**config.mk**
```make
export PLATFORM = sky130hd
export DESIGN_NAME = control_sequencer
export DESIGN_NICKNAME = d
export VERILOG_FILES = /design/src/rtl/control_sequencer.sv
export SDC_FILE = /design/constraint.sdc
export NUM_CORES = 1
export LEC_CHECK = 0
export BUFFER_PORTS_ARGS = -buffer_cell sky130_fd_sc_hd__buf_2
export CORE_ASPECT_RATIO = 1.5
export CORE_MARGIN = 2
export CORE_UTILIZATION = 35
export CTS_CLUSTER_DIAMETER = 50
export DETAILED_ROUTE_END_ITERATION = 10
export PLACE_DENSITY = 0.66
export SETUP_SLACK_MARGIN = 0.2
export SLEW_MARGIN = 10
export SYNTH_ARGS = -nofsm -noshare
export SYNTH_HDL_FRONTEND = slang
export SYNTH_SLANG_ARGS = --single-unit
export TNS_END_PERCENT = 5
```
**constraint.sdc**
```tcl
create_clock -name clk -period 4.4 [get_ports clk]
set_input_delay 0.22 -clock clk [delete_from_list [all_inputs] [get_ports clk]]
set_output_delay 0.22 -clock clk [all_outputs]
set_load 0.01 [all_outputs]
```
**src/rtl/control_sequencer.sv**
```systemverilog
// Hard-wired control unit: fetch T0-T2, decode/execute T3-T6.
// Strobes are decoded from the present state and the opcode latched at T2.
module control_sequencer (
    input  logic        clk,
    input  logic        reset,
    input  logic [31:0] ir,
    input  logic        mem_ready,
    input  logic        stop,
    output logic        PCout,
    output logic        MARin,
    output logic        IncPC,
    output logic        Zin,
    output logic        Zlowout,
    output logic        Zhighout,
    output logic        PCin,
    output logic        Read,
    output logic        MDRin,
    output logic        MDRout,
    output logic        IRin,
    output logic        Yin,
    output logic        LOin,
    output logic        HIin,
    output logic        Gra,
    output logic        Grb,
    output logic        Grc,
    output logic        Rin,
    output logic        Rout,
    output logic [3:0]  alu_op,
    output logic        run,
    output logic        done,
    output logic        illegal
);

    typedef enum logic [3:0] {
        IDLE, T0, T1, T2, T3, T4, T5, T6, HALT
    } state_t;

    state_t     state, nxt;
    logic [4:0] op;
    logic       first_t1;
    logic       fin;

    logic       two_op, md, un, nop, hlt;
    logic [4:0] alu_sel;
    logic [3:0] alu_code;
    logic       unused_ir;

    assign unused_ir = ^ir[26:0];

    assign two_op = (op >= 5'd3) && (op <= 5'd11);
    assign md     = (op == 5'd15) || (op == 5'd16);
    assign un     = (op == 5'd17) || (op == 5'd18);
    assign nop    = (op == 5'd26);
    assign hlt    = (op == 5'd27);

    // ADD..OR map to 1..9, MUL..NOT map to 10..13
    always_comb begin
        alu_sel = 5'd0;
        if (two_op)
            alu_sel = op - 5'd2;
        else if (md || un)
            alu_sel = op - 5'd5;
    end
    assign alu_code = alu_sel[3:0];

    always_ff @(posedge clk or negedge reset) begin
        if (!reset) begin
            state    <= IDLE;
            op       <= 5'd0;
            first_t1 <= 1'b0;
        end else begin
            state    <= nxt;
            first_t1 <= (state == T0);
            if (state == T2)
                op <= ir[31:27];
        end
    end

    always_comb begin
        nxt      = state;
        fin      = 1'b0;
        PCout    = 1'b0;
        MARin    = 1'b0;
        IncPC    = 1'b0;
        Zin      = 1'b0;
        Zlowout  = 1'b0;
        Zhighout = 1'b0;
        PCin     = 1'b0;
        Read     = 1'b0;
        MDRin    = 1'b0;
        MDRout   = 1'b0;
        IRin     = 1'b0;
        Yin      = 1'b0;
        LOin     = 1'b0;
        HIin     = 1'b0;
        Gra      = 1'b0;
        Grb      = 1'b0;
        Grc      = 1'b0;
        Rin      = 1'b0;
        Rout     = 1'b0;
        alu_op   = 4'd0;
        done     = 1'b0;
        unique case (state)
            IDLE: nxt = T0;
            T0: begin
                PCout = 1'b1;
                MARin = 1'b1;
                IncPC = 1'b1;
                Zin   = 1'b1;
                nxt   = T1;
            end
            T1: begin
                Zlowout = 1'b1;
                Read    = 1'b1;
                MDRin   = 1'b1;
                PCin    = first_t1;
                if (mem_ready)
                    nxt = T2;
            end
            T2: begin
                MDRout = 1'b1;
                IRin   = 1'b1;
                nxt    = T3;
            end
            T3: begin
                if (two_op || md) begin
                    Grb  = 1'b1;
                    Rout = 1'b1;
                    Yin  = 1'b1;
                    nxt  = T4;
                end else if (un) begin
                    Grb    = 1'b1;
                    Rout   = 1'b1;
                    Zin    = 1'b1;
                    alu_op = alu_code;
                    nxt    = T4;
                end else if (nop) begin
                    fin = 1'b1;
                end else begin
                    // HALT retires; anything else is illegal
                    done = hlt;
                    nxt  = HALT;
                end
            end
            T4: begin
                if (un) begin
                    Zlowout = 1'b1;
                    Gra     = 1'b1;
                    Rin     = 1'b1;
                    fin     = 1'b1;
                end else begin
                    Grc    = 1'b1;
                    Rout   = 1'b1;
                    Zin    = 1'b1;
                    alu_op = alu_code;
                    nxt    = T5;
                end
            end
            T5: begin
                Zlowout = 1'b1;
                if (md) begin
                    LOin = 1'b1;
                    nxt  = T6;
                end else begin
                    Gra = 1'b1;
                    Rin = 1'b1;
                    fin = 1'b1;
                end
            end
            T6: begin
                Zhighout = 1'b1;
                HIin     = 1'b1;
                fin      = 1'b1;
            end
            HALT: nxt = HALT;
            default: nxt = IDLE;
        endcase
        if (fin) begin
            done = 1'b1;
            nxt  = stop ? HALT : T0;
        end
    end

    assign run     = (state != IDLE) && (state != HALT);
    assign illegal = (state == HALT) && !(two_op || md || un || nop || hlt);

endmodule

```
==> results.sh, run 1 <==
export IMPL_drt_pass1_iterations=3
export IMPL_drv_cap=0
export IMPL_fin_skew_ps=1.90
export IMPL_fmax_mhz=367
export IMPL_syn_num_nets=171
export IMPL_slew_viol_final=0
export IMPL_syn_mean_instance_area_sq_um=8.38
export IMPL_grt_max_degree=18
export IMPL_io_buffers=34
export IMPL_cts_root_buf="clkbuf_8"
export IMPL_synth_flop_cell="dfrtp_1"
export IMPL_vias=987
export IMPL_io_pins=62
export IMPL_die_x_microns=49.0
export IMPL_diodes=0
export IMPL_ir_worst_vdd_mv=0.399
export IMPL_place_inst=188
export IMPL_ant_nets=0
export IMPL_hpwlAfterDp_mm=2.09
export IMPL_hold_depth=3
export IMPL_synth_common_cells="10 x dfrtp_1, 10 x nand2_1, 8 x a21oi_1, 8 x buf_4, 8 x ha_1"
export IMPL_min_from="ir[27]"
export IMPL_fin_cells=192
export IMPL_hold_class="in -> reg"
export IMPL_syn_inst=127
export IMPL_synth_seq_cells=10
export IMPL_grt_util_all_layers=0.156
export IMPL_setup_viol=0
export IMPL_cts_resized_gates=0
export IMPL_regToRegEndpoint="state[0]"
export IMPL_die_area_sq_um=3510
export IMPL_antenna_found_initial=0
export IMPL_core_area_sq_um=2910
export IMPL_clock_latency_ps=230
export IMPL_dieHeight_microns=71.6
export IMPL_multi_input_area_sq_um=709
export IMPL_num_rows=24
export IMPL_yosysWarningCount=0
export IMPL_area_delta_synth_final_pct=17.6
export IMPL_rr_startpoint="op[2]"
export IMPL_n_fill_cell=315
export IMPL_worst_slew_pin_slew_ps=599
export IMPL_ctsHoldBuffers=1
export IMPL_seq_area_sq_um=250
export IMPL_layout_setup_ws_ps=1680
export IMPL_worstSetupStartpointType="register"
export IMPL_crit_path_end_kind="output pin"
export IMPL_hold_violations=0
export IMPL_critical_path_class="reg -> out"
export IMPL_post_drt_wl_per_cell_microns=13.3
export IMPL_required_ps=4180
export IMPL_first_iter_violations=16
export IMPL_worstPathArrival_ps=2500
export IMPL_whs_endpoint="op[0]"
export IMPL_cts_buffers=3
export IMPL_worst_r2r_setup_slack_ps=2240
export IMPL_power_density_nw_per_um2=763
export IMPL_synth_async_sr_flop_share=1.00
export IMPL_vias_per_cell=5.14
export IMPL_syn_cell_area_sq_um=1060
export IMPL_fin_nets=199
export IMPL_clock_sinks=10
export IMPL_fin_tns_setup_ps=0
export IMPL_rsz0062_at_grt="false"
export IMPL_grt_pass1_vias=944
export IMPL_pre_cts_ws_ps=1940
export IMPL_cts_htree_levels=1
export IMPL_finalCritPeriodShare=0.619
export IMPL_grt_ovfl_total=0
export IMPL_clk_pin_slew_ps=40
export IMPL_path_max_fanout=10
export IMPL_tritoncts="done"
export IMPL_reg2reg_depth=7
export IMPL_min_period_ps=2720
export IMPL_synth_top_area_frac=0.235
export IMPL_wl_mm=2.56
export IMPL_synth_largest_area_cell="dfrtp_1"
export IMPL_synth_edf_count=0
export IMPL_maxSlewHeadroom=0.598
export IMPL_status="finished, final reports clean"
export IMPL_grt_pass1_wl_mm=4.34
export IMPL_power_leakage_nw=0.628
export IMPL_route_detailed_drc=0
export IMPL_place_gp_congestion=0.870
export IMPL_initial_core_util=0.366
export IMPL_layout_drive_gt1_share=0.327
export IMPL_synth_area_leaders="dfrtp_1 24%, ha_1 9.4%, buf_4 5.6%"
export IMPL_clk_path_buf_depth=2
export IMPL_yosysUniqueCellTypes=46
export IMPL_cts_setup_buffers=0
export IMPL_seq_area_frac_synth=0.235
-- registers in the layout, indices dropped and copies added (netlist names) --
register,cells
op,5
first_t1,1
state,4
-- per-layer routing --
metal / track usage / vias to the layer above / share of wire
met5: 0 / - / 0
met4: 0.0667 / 0 / 0.028
met3: 0.0271 / 7 / 0.041
met2: 0.277 / 26 / 0.51
met1: 0.184 / 451 / 0.42
li1: - / 503 / -
-- critical path: stages, from the launching register on --
cell,delay (ps)
dfrtp_1,550
inv_1,170
ha_1,230
a2111o_1,450
nand3_4,160
nor2_2,70
o311a_1,380
and2_1,140
buf_2,130
-- cell type report --
type	count	share of cell area
Clock buffer	3	0.0330
Inverter	6	0.0180
Multi-Input combinational cell	99	0.566
Sequential cell	10	0.200
Timing Repair Buffer	35	0.144
Tap cell	39	0.0390
-- report_power, final --
part	switching, W	total, W	internal, W
combinational	0.000347	0.000613	0.000265
clock	0.0000306	0.0000901	0.0000594
sequential	0.000115	0.000253	0.000138
total	0.000493	0.000956	0.000463
-- metrics by stage --
step	area [sq um]	total power [W]	hold slack, ps	util
floorplan	1060	0.000735	-75.6	-
global placement	1200	0.000844	86.1	0.412
detailed placement	1200	0.000869	91.7	0.412
CTS	1250	0.000966	189	0.430
global route	1250	0.00106	203	0.430
finish	1250	0.000956	193	0.430
-- placed cells by master, fill, tap and decap left out, types with 3 or more instances in the layout --
cell,instances
nor3_1,7
ha_1,8
clkbuf_8,3
nand2b_1,4
xnor2_1,3
a21oi_1,8
nand3_1,3
buf_2,34
a211oi_1,3
nor2_1,7
inv_1,6
nand2_1,10
dfrtp_1,10
o21ai_0,6
and2_1,3
-- cells by family (layout without fill, tap and decap cells) --
logic type	after synthesis	in the layout	share of synthesized area
adders and majority gates	8	8	0.0940
DFF	10	10	0.235
and+or+nand+nor	52	52	0.293
xor gates and xnor gates	3	3	0.0247
muxes	3	3	0.0306
AOI/OAI and AO/OA	33	33	0.224
buffers and inverters	18	44	0.0987
-- worst max-delay path by stage --
stage / start / to / slack [ps] / depth (start not counted)
after detailed placement: op[2] / alu_op[3] / 1940 / 8
after global placement: op[2] / alu_op[2] / 1990 / 8
after global routing: op[2] / alu_op[3] / 1530 / 8
after floorplan: op[2] / alu_op[2] / 2290 / 8
after CTS: op[2] / alu_op[3] / 1680 / 8
final: op[2] / alu_op[3] / 1680 / 8
Power figures use the tool's default switching activity.
==> run 2: changes to the inputs <==
--- a/config.mk
+++ b/config.mk
@@ -5,13 +5,14 @@
 export SDC_FILE = /design/constraint.sdc
 export NUM_CORES = 1
 export LEC_CHECK = 0
+export ABC_AREA = 1
 export BUFFER_PORTS_ARGS = -buffer_cell sky130_fd_sc_hd__buf_2
 export CORE_ASPECT_RATIO = 1.5
 export CORE_MARGIN = 2
 export CORE_UTILIZATION = 35
 export CTS_CLUSTER_DIAMETER = 50
 export DETAILED_ROUTE_END_ITERATION = 10
-export PLACE_DENSITY = 0.66
+export PLACE_DENSITY = 0.67
 export SETUP_SLACK_MARGIN = 0.2
 export SLEW_MARGIN = 10
 export SYNTH_ARGS = -nofsm -noshare
==> constraint.sdc (replaced) <==
create_clock -name clk -period 2.7 [get_ports clk]
set_input_delay 0.135 -clock clk [delete_from_list [all_inputs] [get_ports clk]]
set_output_delay 0.135 -clock clk [all_outputs]
set_load 0.01 [all_outputs]
==> run 2 against run 1 <==
Net effect:
- count of clock-buffer cells in the layout up 1
- critical path depth up 2
- sequential share of layout area about the same
- non-clock buffer count unchanged
- setup slack worse by 1100 ps
- cell count up 19%
- sequential power down 41%
- worst hold slack worse by 78 ps
- via count up 4.0%
- global-route usage up 0.47 points
- core utilization up 0.99 points
- wire length down 7.5%
==> results.sh, run 2 <==
export IMPL_syn_num_nets=201
export IMPL_vias=1026
export IMPL_critical_path_class="reg -> out"
export IMPL_path_max_fanout=10
export IMPL_largest_reg_flops=5
export IMPL_fin_skew_ps=4.32
export IMPL_seq_area_sq_um=250
export IMPL_antenna_found_initial=0
export IMPL_syn_mean_instance_area_sq_um=6.50
export IMPL_num_rows=24
export IMPL_power_leakage_nw=0.775
export IMPL_synth_flop_cell="dfrtp_1"
export IMPL_synth_common_cells="38 x nand2_1, 23 x inv_1, 17 x nor2_1"
export IMPL_reg2reg_depth=11
export IMPL_route_detailed_drc=0
export IMPL_die_area_sq_um=3370
export IMPL_layout_drive_gt1_share=0.291
export IMPL_min_from="ir[29]"
export IMPL_hold_class="in -> reg"
export IMPL_clock_latency_ps=230
export IMPL_power_density_nw_per_um2=272
export IMPL_cts_htree_levels=1
export IMPL_grt_util_all_layers=0.161
export IMPL_rr_startpoint="op[2]"
export IMPL_post_drt_wl_per_cell_microns=10.4
export IMPL_ant_nets=0
export IMPL_dieHeight_microns=70.2
export IMPL_finalCritPeriodShare=0.782
export IMPL_cts_root_buf="clkbuf_8"
export IMPL_n_fill_cell=343
export IMPL_tritoncts="done"
export IMPL_fin_tns_setup_ps=0
export IMPL_setup_viol=0
export IMPL_ir_worst_vdd_mv=0.384
export IMPL_regToRegEndpoint="state[0]"
export IMPL_first_iter_violations=15
export IMPL_wl_mm=2.37
export IMPL_grt_max_degree=14
export IMPL_whs_endpoint="op[2]"
export IMPL_worstPathArrival_ps=1980
export IMPL_rsz0062_at_grt="false"
export IMPL_multi_input_area_sq_um=623
export IMPL_place_gp_congestion=0.860
export IMPL_clock_sinks=10
export IMPL_io_buffers=34
export IMPL_regMostFlops="op"
export IMPL_synth_seq_cells=10
export IMPL_synth_top_area_frac=0.245
export IMPL_clk_path_buf_depth=2
export IMPL_maxSlewHeadroom=0.517
export IMPL_syn_inst=157
export IMPL_initial_core_util=0.358
export IMPL_synth_edf_count=0
export IMPL_worstSetupStartpointType="register"
export IMPL_top_regs="op: 5 flops, state: 4 flops, first_t1: 1 flops"
export IMPL_final_common_cell="nand2_1"
export IMPL_core_area_sq_um=2850
export IMPL_crit_path_end_kind="output pin"
export IMPL_hold_slack_ps=115
export IMPL_vias_per_cell=4.50
export IMPL_worst_r2r_setup_slack_ps=970
export IMPL_grt_ovfl_total=0
export IMPL_hold_depth=3
export IMPL_grt_pass1_wl_mm=4.07
export IMPL_yosysUniqueCellTypes=24
export IMPL_cts_buffers=3
export IMPL_synth_area_leaders="dfrtp_1 25%, nand2_1 14%, ha_1 9.8%"
export IMPL_cts_resized_gates=0
export IMPL_drt_pass1_iterations=4
export IMPL_worst_slew_pin_slew_ps=722
export IMPL_synth_most_common_cell="nand2_1"
export IMPL_fmax_mhz=474
export IMPL_drv_cap=0
export IMPL_clk_pin_slew_ps=40
export IMPL_status="finished, final reports clean"
export IMPL_io_pins=62
export IMPL_yosysWarningCount=0
export IMPL_synth_largest_area_cell="dfrtp_1"
export IMPL_seq_area_frac_synth=0.245
export IMPL_final_cell_mix="38 x nand2_1, 34 x buf_2, 23 x inv_1"
export IMPL_fin_nets=234
export IMPL_area_delta_synth_final_pct=22.9
export IMPL_synth_async_sr_flop_share=1.00
export IMPL_grt_pass1_vias=975
export IMPL_cts_setup_buffers=0
export IMPL_slew_viol_final=0
export IMPL_required_ps=2570
export IMPL_die_x_microns=48.1
export IMPL_ctsHoldBuffers=1
export IMPL_hold_violations=0
export IMPL_diodes=0
export IMPL_syn_cell_area_sq_um=1020
export IMPL_hpwlAfterDp_mm=2.01
export IMPL_min_period_ps=2110
-- run 2: per-stage QoR --
stage / area, sq um / worst slack (ps) / power (W) / cells / util
after floorplan: 1020 / 1110 / 0.000153 / 157 / -
after global placement: 1190 / 832 / 0.000162 / 223 / 0.417
after detailed placement: 1190 / 823 / 0.000162 / 223 / 0.417
after CTS: 1250 / 574 / 0.000346 / 228 / 0.440
after global routing: 1250 / 374 / 0.000354 / 228 / 0.440
final: 1250 / 590 / 0.000341 / 228 / 0.440
-- run 2: layout make-up --
class	instances	area share
well taps	39	0.0389
repair buffers	35	0.144
multi-input cells	114	0.497
flip-flops and latches	10	0.199
inverters	26	0.0778
clock buffers	4	0.0439
-- run 2: worst max path at each step --
stage / from / end / cells after the start
after floorplan: op[2] / Zin / 9
after global placement: op[2] / Zin / 10
after detailed placement: op[2] / Zin / 10
after CTS: op[2] / Zin / 10
after global routing: op[2] / alu_op[0] / 11
final: op[2] / Zin / 10
-- run 2: layer usage --
metal  routed length [microns]  global-route usage
met1                       904               0.175
met2                      1360               0.296
met3                        69              0.0310
met4                        36              0.0360
met5                         0                   0
-- run 2: report_power, final --
part	switching (W)	internal, W
Combinational	0.00000459	0.00000516
Clock	0.0000535	0.000128
Sequential	0	0.000150
Total	0.0000581	0.000283
-- run 2: worst max-delay path, stage by stage, from the launching register on --
cell and delay, ps:
dfrtp_1 460, inv_1 180, ha_1 210, nand2_1 80, nand2_1 60, nand3_2 130
nand3_4 140, nand3_2 90, nand2_2 60, or2_1 200, buf_2 130
-- run 2: cells by family (layout without fill, tap and decap cells) --
group / count (synthesis) / count (layout) / synth area share
adders and majority gates: 8 / 8 / 0.0980
and+or+nand+nor: 92 / 92 / 0.433
AOI/OAI and AO/OA: 11 / 11 / 0.0539
DFF: 10 / 10 / 0.245
buffers and inverters: 33 / 65 / 0.145
xor gates and xnor gates: 3 / 3 / 0.0257
